--- src/rtl/mem_arb_pkg.sv ---
// Shared constants, the read-owner tag and the saturating-counter helper
// used by the two-port memory arbiter.
package mem_arb_pkg;

  localparam int ADDR_W = 9;
  localparam int DATA_W = 32;
  localparam int CONF_W = 16;

  typedef enum logic {
    OWN_IF = 1'b0,
    OWN_D  = 1'b1
  } owner_e;

  function automatic logic [CONF_W-1:0] sat_inc(input logic [CONF_W-1:0] v);
    return (&v) ? v : v + CONF_W'(1);
  endfunction

endpackage

--- src/rtl/rr_arb2.sv ---
// Two-way round-robin arbiter: combinational grant, pointer remembers who
// was granted last so the other requester wins the next tie.
module rr_arb2 (
  input  logic i_clk,
  input  logic i_rst_n,
  input  logic i_req_if,
  input  logic i_req_d,
  output logic o_gnt_if,
  output logic o_gnt_d
);

  logic r_last_d;

  // Grants are masked during reset so nothing reaches the RAM port.
  always_comb begin
    o_gnt_if = 1'b0;
    o_gnt_d  = 1'b0;
    if (i_rst_n) begin
      if (i_req_if && (!i_req_d || r_last_d)) o_gnt_if = 1'b1;
      else if (i_req_d)                       o_gnt_d  = 1'b1;
    end
  end

  // Reset value makes fetch win the first conflict.
  always_ff @(posedge i_clk or negedge i_rst_n) begin
    if (!i_rst_n)      r_last_d <= 1'b1;
    else if (o_gnt_if) r_last_d <= 1'b0;
    else if (o_gnt_d)  r_last_d <= 1'b1;
  end

endmodule

--- src/rtl/mem_arbiter.sv ---
// Shares one single-port synchronous RAM between a fetch read port and a
// load/store data port, one access per cycle, read latency 1.
module mem_arbiter #(
  parameter int ADDR_W = mem_arb_pkg::ADDR_W,
  parameter int DATA_W = mem_arb_pkg::DATA_W
) (
  input  logic                            clk,
  input  logic                            reset_n,
  input  logic                            if_req,
  input  logic [ADDR_W-1:0]               if_addr,
  output logic                            if_gnt,
  output logic                            if_rvalid,
  output logic [DATA_W-1:0]               if_rdata,
  input  logic                            d_req,
  input  logic                            d_we,
  input  logic [ADDR_W-1:0]               d_addr,
  input  logic [DATA_W-1:0]               d_wdata,
  output logic                            d_gnt,
  output logic                            d_rvalid,
  output logic [DATA_W-1:0]               d_rdata,
  output logic [ADDR_W-1:0]               ram_addr,
  output logic [DATA_W-1:0]               ram_wdata,
  output logic                            ram_we,
  output logic                            ram_re,
  input  logic [DATA_W-1:0]               ram_rdata,
  output logic [mem_arb_pkg::CONF_W-1:0]  conflicts
);
  import mem_arb_pkg::*;

  logic              w_gnt_if;
  logic              w_gnt_d;
  logic [ADDR_W-1:0] r_addr;
  logic [DATA_W-1:0] r_wdata;
  logic              r_pend_vld;
  owner_e            r_pend_own;
  logic [DATA_W-1:0] r_if_hold;
  logic [DATA_W-1:0] r_d_hold;
  logic [CONF_W-1:0] r_conf;

  rr_arb2 u_arb (
    .i_clk    (clk),
    .i_rst_n  (reset_n),
    .i_req_if (if_req),
    .i_req_d  (d_req),
    .o_gnt_if (w_gnt_if),
    .o_gnt_d  (w_gnt_d)
  );

  assign if_gnt = w_gnt_if;
  assign d_gnt  = w_gnt_d;
  assign ram_we = w_gnt_d & d_we;
  assign ram_re = w_gnt_if | (w_gnt_d & ~d_we);

  // Without a grant the RAM address/data bus parks on the last driven values.
  always_comb begin
    ram_addr  = r_addr;
    ram_wdata = r_wdata;
    if (w_gnt_if) begin
      ram_addr = if_addr;
    end else if (w_gnt_d) begin
      ram_addr  = d_addr;
      ram_wdata = d_wdata;
    end
  end

  always_ff @(posedge clk or negedge reset_n) begin
    if (!reset_n) begin
      r_addr     <= '0;
      r_wdata    <= '0;
      r_pend_vld <= 1'b0;
      r_pend_own <= OWN_IF;
      r_conf     <= '0;
    end else begin
      r_addr     <= ram_addr;
      r_wdata    <= ram_wdata;
      r_pend_vld <= ram_re;
      r_pend_own <= w_gnt_if ? OWN_IF : OWN_D;
      if (if_req && d_req) r_conf <= sat_inc(r_conf);
    end
  end

  assign if_rvalid = r_pend_vld && (r_pend_own == OWN_IF);
  assign d_rvalid  = r_pend_vld && (r_pend_own == OWN_D);

  // Per-port hold keeps rdata stable between that port's own rvalids.
  always_ff @(posedge clk or negedge reset_n) begin
    if (!reset_n) begin
      r_if_hold <= '0;
      r_d_hold  <= '0;
    end else begin
      if (if_rvalid) r_if_hold <= ram_rdata;
      if (d_rvalid)  r_d_hold  <= ram_rdata;
    end
  end

  assign if_rdata  = if_rvalid ? ram_rdata : r_if_hold;
  assign d_rdata   = d_rvalid  ? ram_rdata : r_d_hold;
  assign conflicts = r_conf;

endmodule

--- config.mk ---
export PLATFORM = sky130hd
export DESIGN_NAME = mem_arbiter
export DESIGN_NICKNAME = d
export VERILOG_FILES = /design/src/rtl/mem_arb_pkg.sv /design/src/rtl/rr_arb2.sv /design/src/rtl/mem_arbiter.sv
export SDC_FILE = /design/constraint.sdc
export NUM_CORES = 1
export LEC_CHECK = 0
export ABC_AREA = 0
export CORE_MARGIN = 5
export CORE_UTILIZATION = 30
export DETAILED_ROUTE_END_ITERATION = 8
export PLACE_DENSITY = 0.65
export SLEW_MARGIN = 20
export SYNTH_ARGS = -nofsm -noshare
export SYNTH_HDL_FRONTEND = slang
export SYNTH_SLANG_ARGS = --single-unit
--- constraint.sdc ---
create_clock -name clk -period 3.1 [get_ports clk]
set_input_delay 0.465 -clock clk [delete_from_list [all_inputs] [get_ports clk]]
set_output_delay 0.465 -clock clk [all_outputs]
set_load 0.02 [all_outputs]
[Word level (Yosys, flattened, before mapping)]
Cells that the tools add are included.
Widths: inputs -> output; s select.
Operators by class
  $add $sub $neg: 1
  bitwise gates (word level): 6
  multiplexer cells: 14
  reduce and logical (&&, ||, !) cells: 9
Operators with widths (count)
  $mux 32: 4
  $mux 9: 2
  $add 16x1->16 const B: 1
  $reduce_and 16->1: 1
  $mux 1: 8
  $logic_and 1x1->1: 4
  $not 1->1: 3
  $and 1x1->1: 2
  $reduce_and 2->1: 1
  $reduce_bool 2->1: 1
  $logic_not 1->1: 1
  $logic_or 1x1->1: 1
  $or 1x1->1: 1
Word-level totals
  flip-flop bits (word level): 124
  output and inout bits: 127
  input port bits: 87

[Depth between registers and ports, before layout]
Gate-level depths: netlist of run 1.
  depth in word-level cells: 7
  mapped depth: 5

[Modules after synthesis]
From an unflattened synthesis of run 1, not the netlist that was laid out.
Unflattened totals
  cell total of the unflattened synthesis: 331
  area, all modules: 4890.9 µm²
By module, submodules not included
  mem_arbiter: area each 4828.4 µm², instances 1, cells an instance 323
  rr_arb2: area each 62.6 µm², instances 1, cells an instance 8

[Worst setup path before layout of run 1]
No wires, ideal clock.
  path type: input-to-output
  start: input port reset_n
  end: output port ram_addr[0]
  data arrival time: 1.531 ns
  stages on the path: 5
  required time: 2.635 ns
  setup slack: 1.104 ns
  buffers on the path: 1
  cells stage by stage: nand2_1 a21oi_2 clkbuf_1 a22oi_1 nand2_1
On the way
  longest elaborated chain between the ends: 3
RTL lines
  from (decl): RTL line mem_arbiter.sv:8  | input logic reset_n,
  $mux 1: RTL line rr_arb2.sv:18  | if (i_rst_n) begin
  net d_gnt: RTL line mem_arbiter.sv:18  | output logic d_gnt,
  $mux 9: RTL line mem_arbiter.sv:60  | end else if (w_gnt_d) begin
  $mux 9: RTL line mem_arbiter.sv:58  | if (w_gnt_if) begin
  to (decl): RTL line mem_arbiter.sv:21  | output logic [ADDR_W-1:0] ram_addr,
The timed path passes the listed nets, and every way through them passes these cells.

[Worst setup path in the final report of run 1]
  start: input port d_req
  end: output port ram_wdata[0]
On the way
  longest elaborated chain between the ends: 7
RTL lines
  from (decl): RTL line mem_arbiter.sv:14  | input logic d_req,
  $logic_not 1->1: RTL line rr_arb2.sv:19  | if (i_req_if && (!i_req_d || r_last_d)) o_gnt_if = 1'b1;
  $logic_or 1x1->1: RTL line rr_arb2.sv:19
  $logic_and 1x1->1: RTL line rr_arb2.sv:19
  $mux 1: RTL line rr_arb2.sv:19
  $mux 1: RTL line rr_arb2.sv:18
  $mux 32: RTL line mem_arbiter.sv:60
  $mux 32 *: RTL line mem_arbiter.sv:58
  to (decl): RTL line mem_arbiter.sv:22  | output logic [DATA_W-1:0] ram_wdata,
Mark *: on every way between the ends. The rest lies on a longest branch, timed or not.

==> results of run 1 <==
-- routing by layer --
metal / track usage (%) / up-vias
met5: 0 / -
met4: 4.55 / 0
met3: 6.76 / 14
met2: 22.9 / 143
met1: 17.1 / 1724
li1: - / 1618
-- final timing paths --
path,from,end,cells after the start
max,d_req,ram_wdata[0],6
min,reset_n,r_d_hold[9]$_DFF_PN0_,2
max reg2reg,conflicts[1]$_DFFE_PN0P_,conflicts[1]$_DFFE_PN0P_,5
min reg2reg,r_addr[1]$_DFF_PN0_,r_addr[1]$_DFF_PN0_,2
max in group asynchronous,reset_n,conflicts[15]$_DFFE_PN0P_,2
min in group clk,reset_n,u_arb.r_last_d$_DFFE_PN1P_,4
-- stage by stage --
step / area, um2 / setup WS, ns / utilization [%] / hold WS [ns]
3_5_place_dp: 7290 / 0.108 / 45.9 / 0.352
4_1_cts: 7940 / 0.103 / 50.0 / 0.233
2_1_floorplan: 4860 / 1.10 / - / 0.169
5_1_grt: 7940 / 0.0194 / 50.0 / 0.264
6_report: 7940 / 0.108 / 50.0 / 0.227
3_3_place_gp: 7290 / 0.150 / 45.9 / 0.346
-- sequential cells by signal, summed over array words and instances, names as in the netlist --
name,cells
r_wdata,32
r_addr,9
r_pend_vld,1
u_arb.r_last_d,1
r_if_hold,32
r_d_hold,32
conflicts,16
r_pend_own,1
-- timing repair --
action / 4_1_cts / 5_1_grt
hold buffers: 1 / 0
resized for setup: 0 / 0
hold endpoints to repair: 13 / 0
-- cells by family (layout without fill, tap and decap cells) --
family	count (synthesis)	count (layout)	synth area share [%]
flip-flops	124	124	63.9
XOR/XNOR	14	14	2.52
AO/OA/AOI/OAI	17	17	2.45
AND/OR/NAND/NOR	57	57	6.77
buffers and inverters	15	256	1.31
multiplexers	98	98	22.8
adder cells (fa/ha/maj)	1	1	0.257
-- cell type report --
class                           instances  share of cell area (%)
Sequential cell                       124                    39.1
Timing Repair Buffer                  221                    27.8
Multi-Input combinational cell        187                    21.5
Clock buffer                           17                    5.36
Tap cell                              216                    3.40
Clock inverter                         15                    2.79
Inverter                                3                   0.142
-- cells in the final DEF, fill, tap and decap left out, types with 5 or more instances in the layout --
cell / n
a22oi_1: 9
buf_4: 7
clkdlybuf4s50_1: 212
xnor2_1: 5
nand2_1: 29
bufinv_16: 5
xor2_1: 9
dfrtp_1: 123
clkbuf_16: 17
mux2_2: 97
-- cell usage after synthesis --
library cell and n:
a22oi_1 9, or3_1 1, dfrtp_1 123, o21ai_0 4, nor2_1 3, o2111ai_1 2, nor2b_1 1, a21oi_1 1
nand4_4 1, a21oi_2 1, nand4_2 1, and4bb_1 2, nand4_1 3, nor3b_1 1, and2_1 1, buf_2 6
and3_1 2, nand3_1 2, nor4_4 1, nor4_1 2, xor2_1 9, clkbuf_1 3, ha_1 1, mux2_2 97
nor3_1 3, dfstp_2 1, nand2_1 29, inv_1 3, mux2_4 1, nor2_2 1, xnor2_1 5, and4_2 1
buf_1 3, and4_1 2
-- critical path, stage by stage --
cell and delay [ns]:
clkdlybuf4s50_1 0.53, nand2_1 0.14, a21oi_4 0.16, buf_12 0.24, mux2_2 0.38, clkdlybuf4s50_1 0.57
-- power breakdown --
part / total (W) / switching, W / internal [W] / leakage [nW]
clock: 0.00216 / 0.000739 / 0.00142 / 0.305
combinational: 0.00207 / 0.00100 / 0.00106 / 1.56
sequential: 0.00215 / 0.000144 / 0.00200 / 1.49
total: 0.00637 / 0.00189 / 0.00449 / 3.35
==> impl.org, run 1 <==
** Clock tree
- The tree built by TritonCTS fans out to 124 sinks.
- Maximum level of the CTS H-tree :: 4
- Clock latency on the worst-skew pair, taken at its later pin, is 0.41 ns.
- Maximum clock insertion buffer count :: 2
- Counting the buffers created by CTS gives 17.
- TritonCTS built the clock tree.
- The tree is rooted in a clkbuf_16.
- After clock tree synthesis, the clock-pin slew on the worst setup and hold paths is 0.05 ns.
- Total setup buffers inserted after CTS :: 0

** Timing
- At the pin with the least slew margin, the transition time is 0.813 ns.
- Derived from the worst setup path, the maximum achievable clock frequency is 334 MHz.
- The routed design could run at a clock period as short as 2.99 ns.
- Max Slew Vio Count :: 0
- Final TNS setup :: 0 ns
- Hold violation total from the final report :: 0
- The worst pin sits at a relative slew slack of 45.8%.
- Final worst path period share :: 96.5%
- Setup repair after global routing left no endpoint under its margin.
- Total setup violations reported at the end of the flow :: 0
- Across the routed clock network, the largest skew measured is 0.00525 ns.

** Power and ir drop
- Leak pwr :: 3.35 nW
- Power after layout :: 0.00637 W
- Worst vdd ir :: 0.399 mV
- Power density over the cells :: 803 nW/um2

** Layout
- The multi-input combinational cells in the finished layout cover a total of 1710 um2.
- At the end of the flow, the number of nets in the layout was 642.
- The count of cells in the finished layout, fillers not included, comes to 783.
- Register area :: 3100 um2
- Fraction of layout cells with a size suffix above 1 :: 25.7%
- After filler insertion, the fill cell instance count of the layout stands at 1386.
- Syn-to-layout area delta :: 63.5%
- Antenna fix cells :: 0

** Global routing
- Global-route wire length before repair :: 20600 um
- Total routing usage reported by global routing :: 14.3%
- Overflow left after global routing :: 0
- The initial antenna violation count was 0.
- Maximum number of pins on one net before global-route repair :: 64
- The number of global-route vias before repair was 3834.

** Synthesis
- The number of nets handed over by synthesis was 414.
- Counting distinct cell types in the post-synthesis netlist gives 34.
- Post-synthesis cell type with the largest combined area :: dfrtp_1
- Instance count of the mapped netlist :: 326
- Mapped cell area :: 4860 um2
- The synthesized design devotes to its leading area cell type 63.4% of total area.
- Number of register bits inferred by synthesis :: 124
- Average cell area after synthesis :: 14.9 um2
- Post-synthesis sequential area ratio :: 63.9%
- By area the synthesized netlist is led by dfrtp_1 63%, mux2_2 22%, nand2_1 2.2%.
- The Yosys step of the flow raised 0 warnings.

** Drt
- In the final routing, the length of wire on met1 measures 5510 um.
- In this run the remaining antenna-violating nets after routing total 0.
- Via Count :: 3499
- Wires add up to 13200 um.
- In the routed design, unresolved DRC markers number 0.
- Met3 Wirelength :: 1130 um
- First drt pass iteration count :: 4
- Dividing the detail-routed wire length by the instance count gives 16.8 um.
- Starting DRC count in detailed routing :: 70
- Routed length on met2 :: 6320 um
- After detailed routing, the number of vias per cell comes to 4.47.
- After detailed routing, no signal wire sits above met4.

** Place
- Total of buffers placed on input and output ports :: 213
- RePlAce Congestion :: 0.771
- Number of placed instances, taps included :: 750
- The wire-length estimate of the detail-placed layout is 9420 um.

** Floorplanning
- The region available for standard cell placement spans 15900 um2.
- Number of placed I/O pins :: 214
- The floorplan step set the die width to 137 um.
- Measured along the y axis, the die boundary spans 137 um.
- Area enclosed by the die boundary :: 18800 um2
- Once the floorplan was initialized, standard cells occupied 30.6% of the core.
- In this run the core area contains 46 standard-cell rows.

** Worst setup path
- The worst setup path is launched from an input pin.
- The worst setup path is captured at an output pin.
- Worst Setup Path Type :: input pin to output pin
- For the worst setup path, the data arrival time is 2.53 ns.
- Along the worst path, the maximum fanout reaches 43.
- Required time of the critical path :: 2.63 ns
- In this run the register-to-register setup slack is 1.23 ns.

** Run
- Max-cap violations in this run came to 0.

** Min path
- In this run the worst hold path is classified as input pin to asynchronous set/reset pin.

** Status
- Status :: completed
Power figures use the tool's default switching activity.
==> inputs of run 2 (changes only) <==
Settings changed: ABC_CLOCK_PERIOD_IN_PS from default to 3330.
Clock period 3.1 ns to 3.33 ns, I/O delays scaled along.
==> run 2 against run 1 <==
Compared with the run above:
- setup slack gained 0.16 ns
- first-iteration DRC count up 97%
- clock skew increased by 0.0021 ns
- worst hold slack better by 0.047 ns
- wire length down 0.64%
- register-to-register slack gained 0.30 ns
- critical path depth stayed put
- highest routed layer unchanged
==> impl.org, run 2 (same netlist as run 1, synthesis figures left out) <==
** Global routing
- The initial antenna violation count was 0 (unchanged).
- Overflow left after global routing :: 0 (unchanged)
- The number of global-route vias before repair is 3953 (was 3834).
- Global-route wire length before repair :: 20800 um (was 20600 um)
- The largest net degree at the start of global routing is 63 (was 64).
- The global routing usage summed across all routing layers was 14.3% (about the same).

** Floorplanning
- The I/O pin count was 214 (unchanged).
- The core outline area is 15900 um2 (unchanged).
- The initial core utilization came to 30.6% (unchanged).
- The die area came to 18800 um2 (unchanged).
- The horizontal die dimension was 137 um (unchanged).
- DIE HEIGHT :: 137 um (unchanged)
- Cell row count :: 46 (unchanged)

** Layout
- Register area :: 3100 um2 (unchanged)
- The number of inserted filler cells in the final layout came to 1382 (was 1386).
- The fraction of layout cells with a size suffix above 1 came to 25.6% (was 25.7%).
- Multi-input logic area :: 1710 um2 (unchanged)
- Non-filler cells, final :: 782 (was 783)
- The final-stage net count came to 641 (was 642).
- Leading registers by flop count: r_d_hold: 32 flops, r_if_hold: 32 flops, r_wdata: 32 flops (unchanged).
- Antenna fix cells :: 0 (unchanged)
- Leading cell type in the layout, fill and taps excluded :: clkdlybuf4s50_1 (unchanged)
- Syn-to-layout area delta :: 63.2% (was 63.5%)
- Top library cells by usage in the layout, fill and taps aside: 212 x clkdlybuf4s50_1, 123 x dfrtp_1, 97 x mux2_2 (unchanged).

** Drt
- The number of vias per cell after detailed routing was 4.50 (was 4.47).
- First drt pass iteration count :: 4 (unchanged)
- The final routed DRC violation total was 0 (unchanged).
- Wire length per cell :: 16.7 um (was 16.8 um)
- The number of nets still failing antenna checks after routing was 0 (unchanged).
- The post-route met1 wirelength was 5470 um (was 5510 um).
- Met3 Wirelength :: 1200 um (was 1130 um)
- The top routing layer in use was met4 (unchanged).
- Starting DRC count in detailed routing :: 138 (was 70)
- Via Count :: 3516 (was 3499)
- The routed length on met2 came to 6200 um (was 6320 um).
- The routed wire length was 13100 um (was 13200 um).

** Timing
- The tightest slew margin relative to the limit was 47.4% (was 45.8%).
- Dividing the final minimum period by the clock period gives 91.9%.
- Post-Route Skew :: 0.00731 ns (was 0.00525 ns)
- The final count of hold timing violations is 0 (unchanged).
- Maximum clock frequency :: 327 MHz
- The max-slew violation count was 0 (unchanged).
- Total setup violations reported at the end of the flow :: 0 (unchanged)
- Slew at the pin closest to its max-slew limit :: 0.789 ns (was 0.813 ns)
- After layout, the minimum clock period comes to 3.06 ns.
- Setup repair after global routing missed its margin :: false (unchanged)
- The setup TNS was 0 ns (unchanged).

** Power and ir drop
- The power share of the sequential group came to 33.8% (was 33.7%).
- Clock group share of total power :: 33.6% (was 33.9%)
- The switching power share of the total was 29.8% (was 29.6%).
- The power per standard cell area is 746 nW/um2 (was 803 nW/um2).
- Worst vdd ir :: 0.358 mV (was 0.399 mV)
- The net load switching power was 0.00176 W (was 0.00189 W).
- The cell internal power dissipation is 0.00415 W (was 0.00449 W).
- The combinational share of power was 32.6% (was 32.4%).
- The static leakage was 3.35 nW (about the same).

** Clock tree
- Clock tree sinks :: 124 (unchanged)
- Clock transition at path regs :: 0.06 ns (was 0.05 ns)
- CTS tree :: built (unchanged)
- The buffer type at the clock tree root is clkbuf_16 (unchanged).
- The count of H-tree levels built during CTS is 4 (unchanged).
- Maximum clock insertion buffer count :: 2 (unchanged)
- Latest clock arrival within the worst-skew pair :: 0.42 ns (was 0.41 ns)
- The number of resized instances in the post-cts repair step was 0 (unchanged).
- Total setup buffers inserted after CTS :: 0 (unchanged)
- The hold-fix buffer count after cts was 0 (was 1).
- The number of buffers added by the clock tree synthesis step was 17 (unchanged).

** Place
- The global placer's final weighted congestion is 0.789 (was 0.771).
- Number of placed instances, taps included :: 750 (unchanged)
- Post-DP HPWL :: 9400 um (was 9420 um)
- The count of input and output buffers was 213 (unchanged).

** Worst setup path
- The arrival time at the worst endpoint is 2.56 ns (was 2.53 ns).
- Worst Setup Start Kind :: input pin (unchanged)
- Worst-path maximum fanout :: 43 (unchanged)
- The element type at the critical path end is an output pin (unchanged).
- The category of the critical setup timing path is input pin to output pin (unchanged).
- Required time of the critical path :: 2.83 ns (was 2.63 ns)

** Run
- Count of max-cap constraint violations :: 0 (unchanged)

** Status
- Status :: completed (unchanged)

** Min path
- The type of the tightest min-delay check is input pin to asynchronous set/reset pin (unchanged).
-- run 2: cell types whose count changed in the layout (fill, tap and decap cells not counted) --
cell	previous run	this run
clkinv_2	3	0
clkbuf_8	0	2
bufinv_16	5	4
clkbuf_1	0	1
clkinv_4	2	3
clkinvlp_4	4	3
dlygate4sd3_1	1	0
inv_6	1	2
-- run 2: layout make-up --
class	instances	share of cell area, %
clock inverters	12	2.35
inverters	3	0.142
flip-flops and latches	124	39.2
multi-input cells	187	21.5
well taps	216	3.41
clock buffers	20	5.76
repair buffers	220	27.7
-- run 2: per-layer routing --
layer  track usage, %  up-vias
met4             4.60        0
li1                 -     1618
met1             17.4     1714
met3             6.39       21
met5                0        -
met2             22.7      163
-- run 2: path summary, 6_finish.rpt --
kind                                           from                    endpoint  slack [ns]  depth (start not counted)
max                                           d_req               ram_wdata[16]        0.27                          6
min                                         reset_n    conflicts[4]$_DFFE_PN0P_        0.27                          2
max reg2reg                conflicts[1]$_DFFE_PN0P_    conflicts[1]$_DFFE_PN0P_        1.53                          5
min reg2reg                     r_addr[6]$_DFF_PN0_         r_addr[6]$_DFF_PN0_        0.48                          2
max in group asynchronous                   reset_n      r_d_hold[26]$_DFF_PN0_        2.51                          2
min in group clk                            reset_n  u_arb.r_last_d$_DFFE_PN1P_        0.38                          4
-- run 2: stage by stage --
step	cell area, um2	setup slack [ns]	hold slack [ns]	power, W	utilization, %
2_1_floorplan	4860	1.27	0.204	0.00295	-
4_1_cts	7930	0.283	0.307	0.00600	49.9
3_3_place_gp	7290	0.319	0.454	0.00393	45.9
6_report	7930	0.271	0.274	0.00591	49.9
5_1_grt	7930	0.164	0.341	0.00619	49.9
3_5_place_dp	7290	0.279	0.457	0.00397	45.9
-- run 2: power groups by stage --
| stage | Sequential [W] | Clock, W | Combinational [W] |
|---|---|---|---|
| 6_report | 0.00200 | 0.00199 | 0.00193 |
| 5_1_grt | 0.00204 | 0.00211 | 0.00205 |
| 4_1_cts | 0.00200 | 0.00204 | 0.00196 |
| 3_5_place_dp | 0.00202 | 0 | 0.00195 |
| 3_3_place_gp | 0.00201 | 0 | 0.00192 |
| 2_1_floorplan | 0.00202 | 0 | 0.000934 |
-- run 2: critical path: stages --
cell and delay [ns]:
clkdlybuf4s50_1 0.54, nand2_1 0.13, a21oi_4 0.16, buf_12 0.24, mux2_2 0.39, clkdlybuf4s50_1 0.57
==> inputs of run 3 (changes only) <==
Settings changed: CTS_BUF_LIST from default to sky130_fd_sc_hd__clkbuf_2 sky130_fd_sc_hd__clkbuf_4 sky130_fd_sc_hd__clkbuf_8.
==> run 3 against run 2 <==
Compared with the run above:
- combinational power about the same
- first-iteration DRC count down 10%
- wire length down 1.2%
- setup slack worse by 0.00072 ns
- clock power down 26%
- register-to-register slack about the same
- critical path depth unchanged
- die area unchanged
- sequential power about the same
- critical endpoint unchanged
==> impl.org, run 3 (same netlist as run 1, synthesis figures left out) <==
** Layout
- The fraction of layout cells with a size suffix above 1 is 25.8% (was 25.6%).
- Top library cells by usage in the layout, fill and taps aside :: 212 x clkdlybuf4s50_1, 123 x dfrtp_1, 97 x mux2_2 (unchanged)
- The number of diodes added for antenna fixing was 0 (unchanged).
- The number of standard cells in the final layout excluding fillers is 782 (unchanged).
- The utilization after layout is 48.7% (was 49.9%).
- The relative area change from synthesis to final layout was 59.3% (was 63.2%).
- Total Nets Final :: 641 (unchanged)
- The most common cell after layout, fill and taps aside is clkdlybuf4s50_1 (unchanged).
- Leading registers by flop count :: r_d_hold: 32 flops, r_if_hold: 32 flops, r_wdata: 32 flops (unchanged)

** Floorplanning
- Number of placed I/O pins :: 214 (unchanged)
- Initial cell density of the core :: 30.6% (unchanged)
- Area enclosed by the die boundary :: 18800 um2 (unchanged)
- Cell row count :: 46 (unchanged)
- DIE HEIGHT :: 137 um (unchanged)
- Total core area :: 15900 um2 (unchanged)
- Die W :: 137 um (unchanged)

** Worst setup path
- Required time of the critical path :: 2.83 ns (about the same)
- Worst EP arrival :: 2.56 ns (about the same)
- The category of the critical setup timing path was input pin to output pin (unchanged).
- Worst-path maximum fanout :: 43 (unchanged)
- Worst Setup Start Kind :: input pin (unchanged)
- Endpoint type of the worst setup path :: output pin (unchanged)

** Drt
- The number of nets still failing antenna checks after routing is 0 (unchanged).
- Starting DRC count in detailed routing :: 124 (was 138)
- Number of vias per cell :: 4.46 (was 4.50)
- Via Count :: 3489 (was 3516)
- The first-pass iteration count of the detailed router is 4 (unchanged).
- The final routed DRC violation total came to 0 (unchanged).
- The average wire per standard cell came to 16.5 um (was 16.7 um).
- Wire length reported by the detailed router :: 12900 um (was 13100 um)

** Timing
- Max Slew Vio Count :: 0 (unchanged)
- Clock period minus worst slack :: 3.06 ns (about the same)
- Total setup violations reported at the end of the flow :: 0 (unchanged)
- Setup repair after global routing missed its margin :: false (unchanged)
- Final worst path period share :: 91.9% (about the same)
- Final TNS setup :: 0 ns (unchanged)
- Post-Route Skew :: 0.0131 ns (was 0.00731 ns)
- The tightest slew margin relative to the limit came to 47.1% (was 47.4%).
- The worst-margin pin slew was 0.794 ns (was 0.789 ns).
- Hold violation total from the final report :: 0 (unchanged)
- The highest achievable clock rate is 327 MHz (about the same).

** Global routing
- The total congestion overflow after global routing is 0 (unchanged).
- The global-route wire length before repair was 20600 um (was 20800 um).
- Number of global-route vias before repair :: 3950 (was 3953)
- The initial antenna violation count came to 0 (unchanged).
- The largest net degree at the start of global routing came to 63 (unchanged).
- Total routing usage reported by global routing :: 14.1% (was 14.3%)

** Clock tree
- The maximum number of buffers from clock root to sink is 2 (unchanged).
- The number of clock sinks is 124 (unchanged).
- Total setup buffers inserted after CTS :: 0 (unchanged)
- The clock-pin slew on the worst setup and hold paths was 0.08 ns (was 0.06 ns).
- Maximum level of the CTS H-tree :: 4 (unchanged)
- The number of resized instances in the post-cts repair step came to 0 (unchanged).
- Latest clock arrival within the worst-skew pair :: 0.43 ns (was 0.42 ns)
- The TritonCTS clock tree was built (unchanged).
- The buffer type at the clock tree root is clkbuf_8 (was clkbuf_16).
- Post-CTS Hold Buffers :: 0 (unchanged)
- The number of buffers added by the clock tree synthesis step was 17 (unchanged).

** Run
- Count of max-cap constraint violations :: 0 (unchanged)

** Power and ir drop
- Worst vdd ir :: 0.379 mV (was 0.358 mV)
- The power per standard cell area was 698 nW/um2 (was 746 nW/um2).
- The static leakage is 3.26 nW (was 3.35 nW).

** Place
- The total instance count after detailed placement was 750 (unchanged).
- Post-DP HPWL :: 9400 um (unchanged)
- Total of buffers placed on input and output ports :: 213 (unchanged)
- RePlAce Congestion :: 0.789 (unchanged)

** Min path
- Hold Crit Class :: input pin to asynchronous set/reset pin (unchanged)

** Status
- Status: completed (unchanged).
[run 3: cell types whose count changed in the layout (fill, tap and decap cells not counted)]
cell,before,now
clkbuf_16,17,0
clkbuf_8,2,19
clkbuf_1,1,0
clkbuf_4,0,1
[run 3: path summary, 6_finish.rpt]
kind,startpoint,slack (ns),end,cells after the start
hold reg to reg,r_addr[6]$_DFF_PN0_,0.48,r_addr[6]$_DFF_PN0_,2
setup / recovery,d_req,0.27,ram_wdata[16],6
setup reg to reg,conflicts[1]$_DFFE_PN0P_,1.52,conflicts[1]$_DFFE_PN0P_,5
max in group asynchronous,reset_n,2.52,r_if_hold[18]$_DFF_PN0_,2
hold / removal,reset_n,0.25,conflicts[4]$_DFFE_PN0P_,2
min in group clk,reset_n,0.37,u_arb.r_last_d$_DFFE_PN1P_,4
[run 3: layout make-up]
class                      count  area, um2
tap                          216        270
sequential                   124       3100
multi-input combinational    187       1710
clock buffer                  20        269
clock inverter                12        186
fill                        1401       8140
inverter                       3       11.3
timing repair buffer         220       2190
[run 3: metrics by stage]
step | total power [W] | setup slack [ns] | cell area [um2] | hold slack [ns]
floorplan | 0.00295 | 1.27 | 4860 | 0.204
global placement | 0.00393 | 0.319 | 7290 | 0.454
detailed placement | 0.00397 | 0.279 | 7290 | 0.457
CTS | 0.00549 | 0.283 | 7740 | 0.266
global route | 0.00569 | 0.164 | 7740 | 0.295
finish | 0.00540 | 0.271 | 7740 | 0.250
[run 3: worst max-delay path, cell delays in order]
cell,delay (ns)
clkdlybuf4s50_1,0.54
nand2_1,0.13
a21oi_4,0.16
buf_12,0.24
mux2_2,0.39
clkdlybuf4s50_1,0.57
[run 3: per-layer routing]
| metal | GRT usage, % | part of all wire, % |
|---|---|---|
| met2 | 22.6 | 47 |
| met4 | 4.10 | 1.5 |
| met3 | 6.36 | 8.8 |
| met5 | 0 | 0 |
| met1 | 17.1 | 42 |
[run 3: power breakdown]
part           internal, W  switching [W]
combinational     0.000988       0.000938
clock             0.000872       0.000608
sequential         0.00186       0.000135
total              0.00372        0.00168
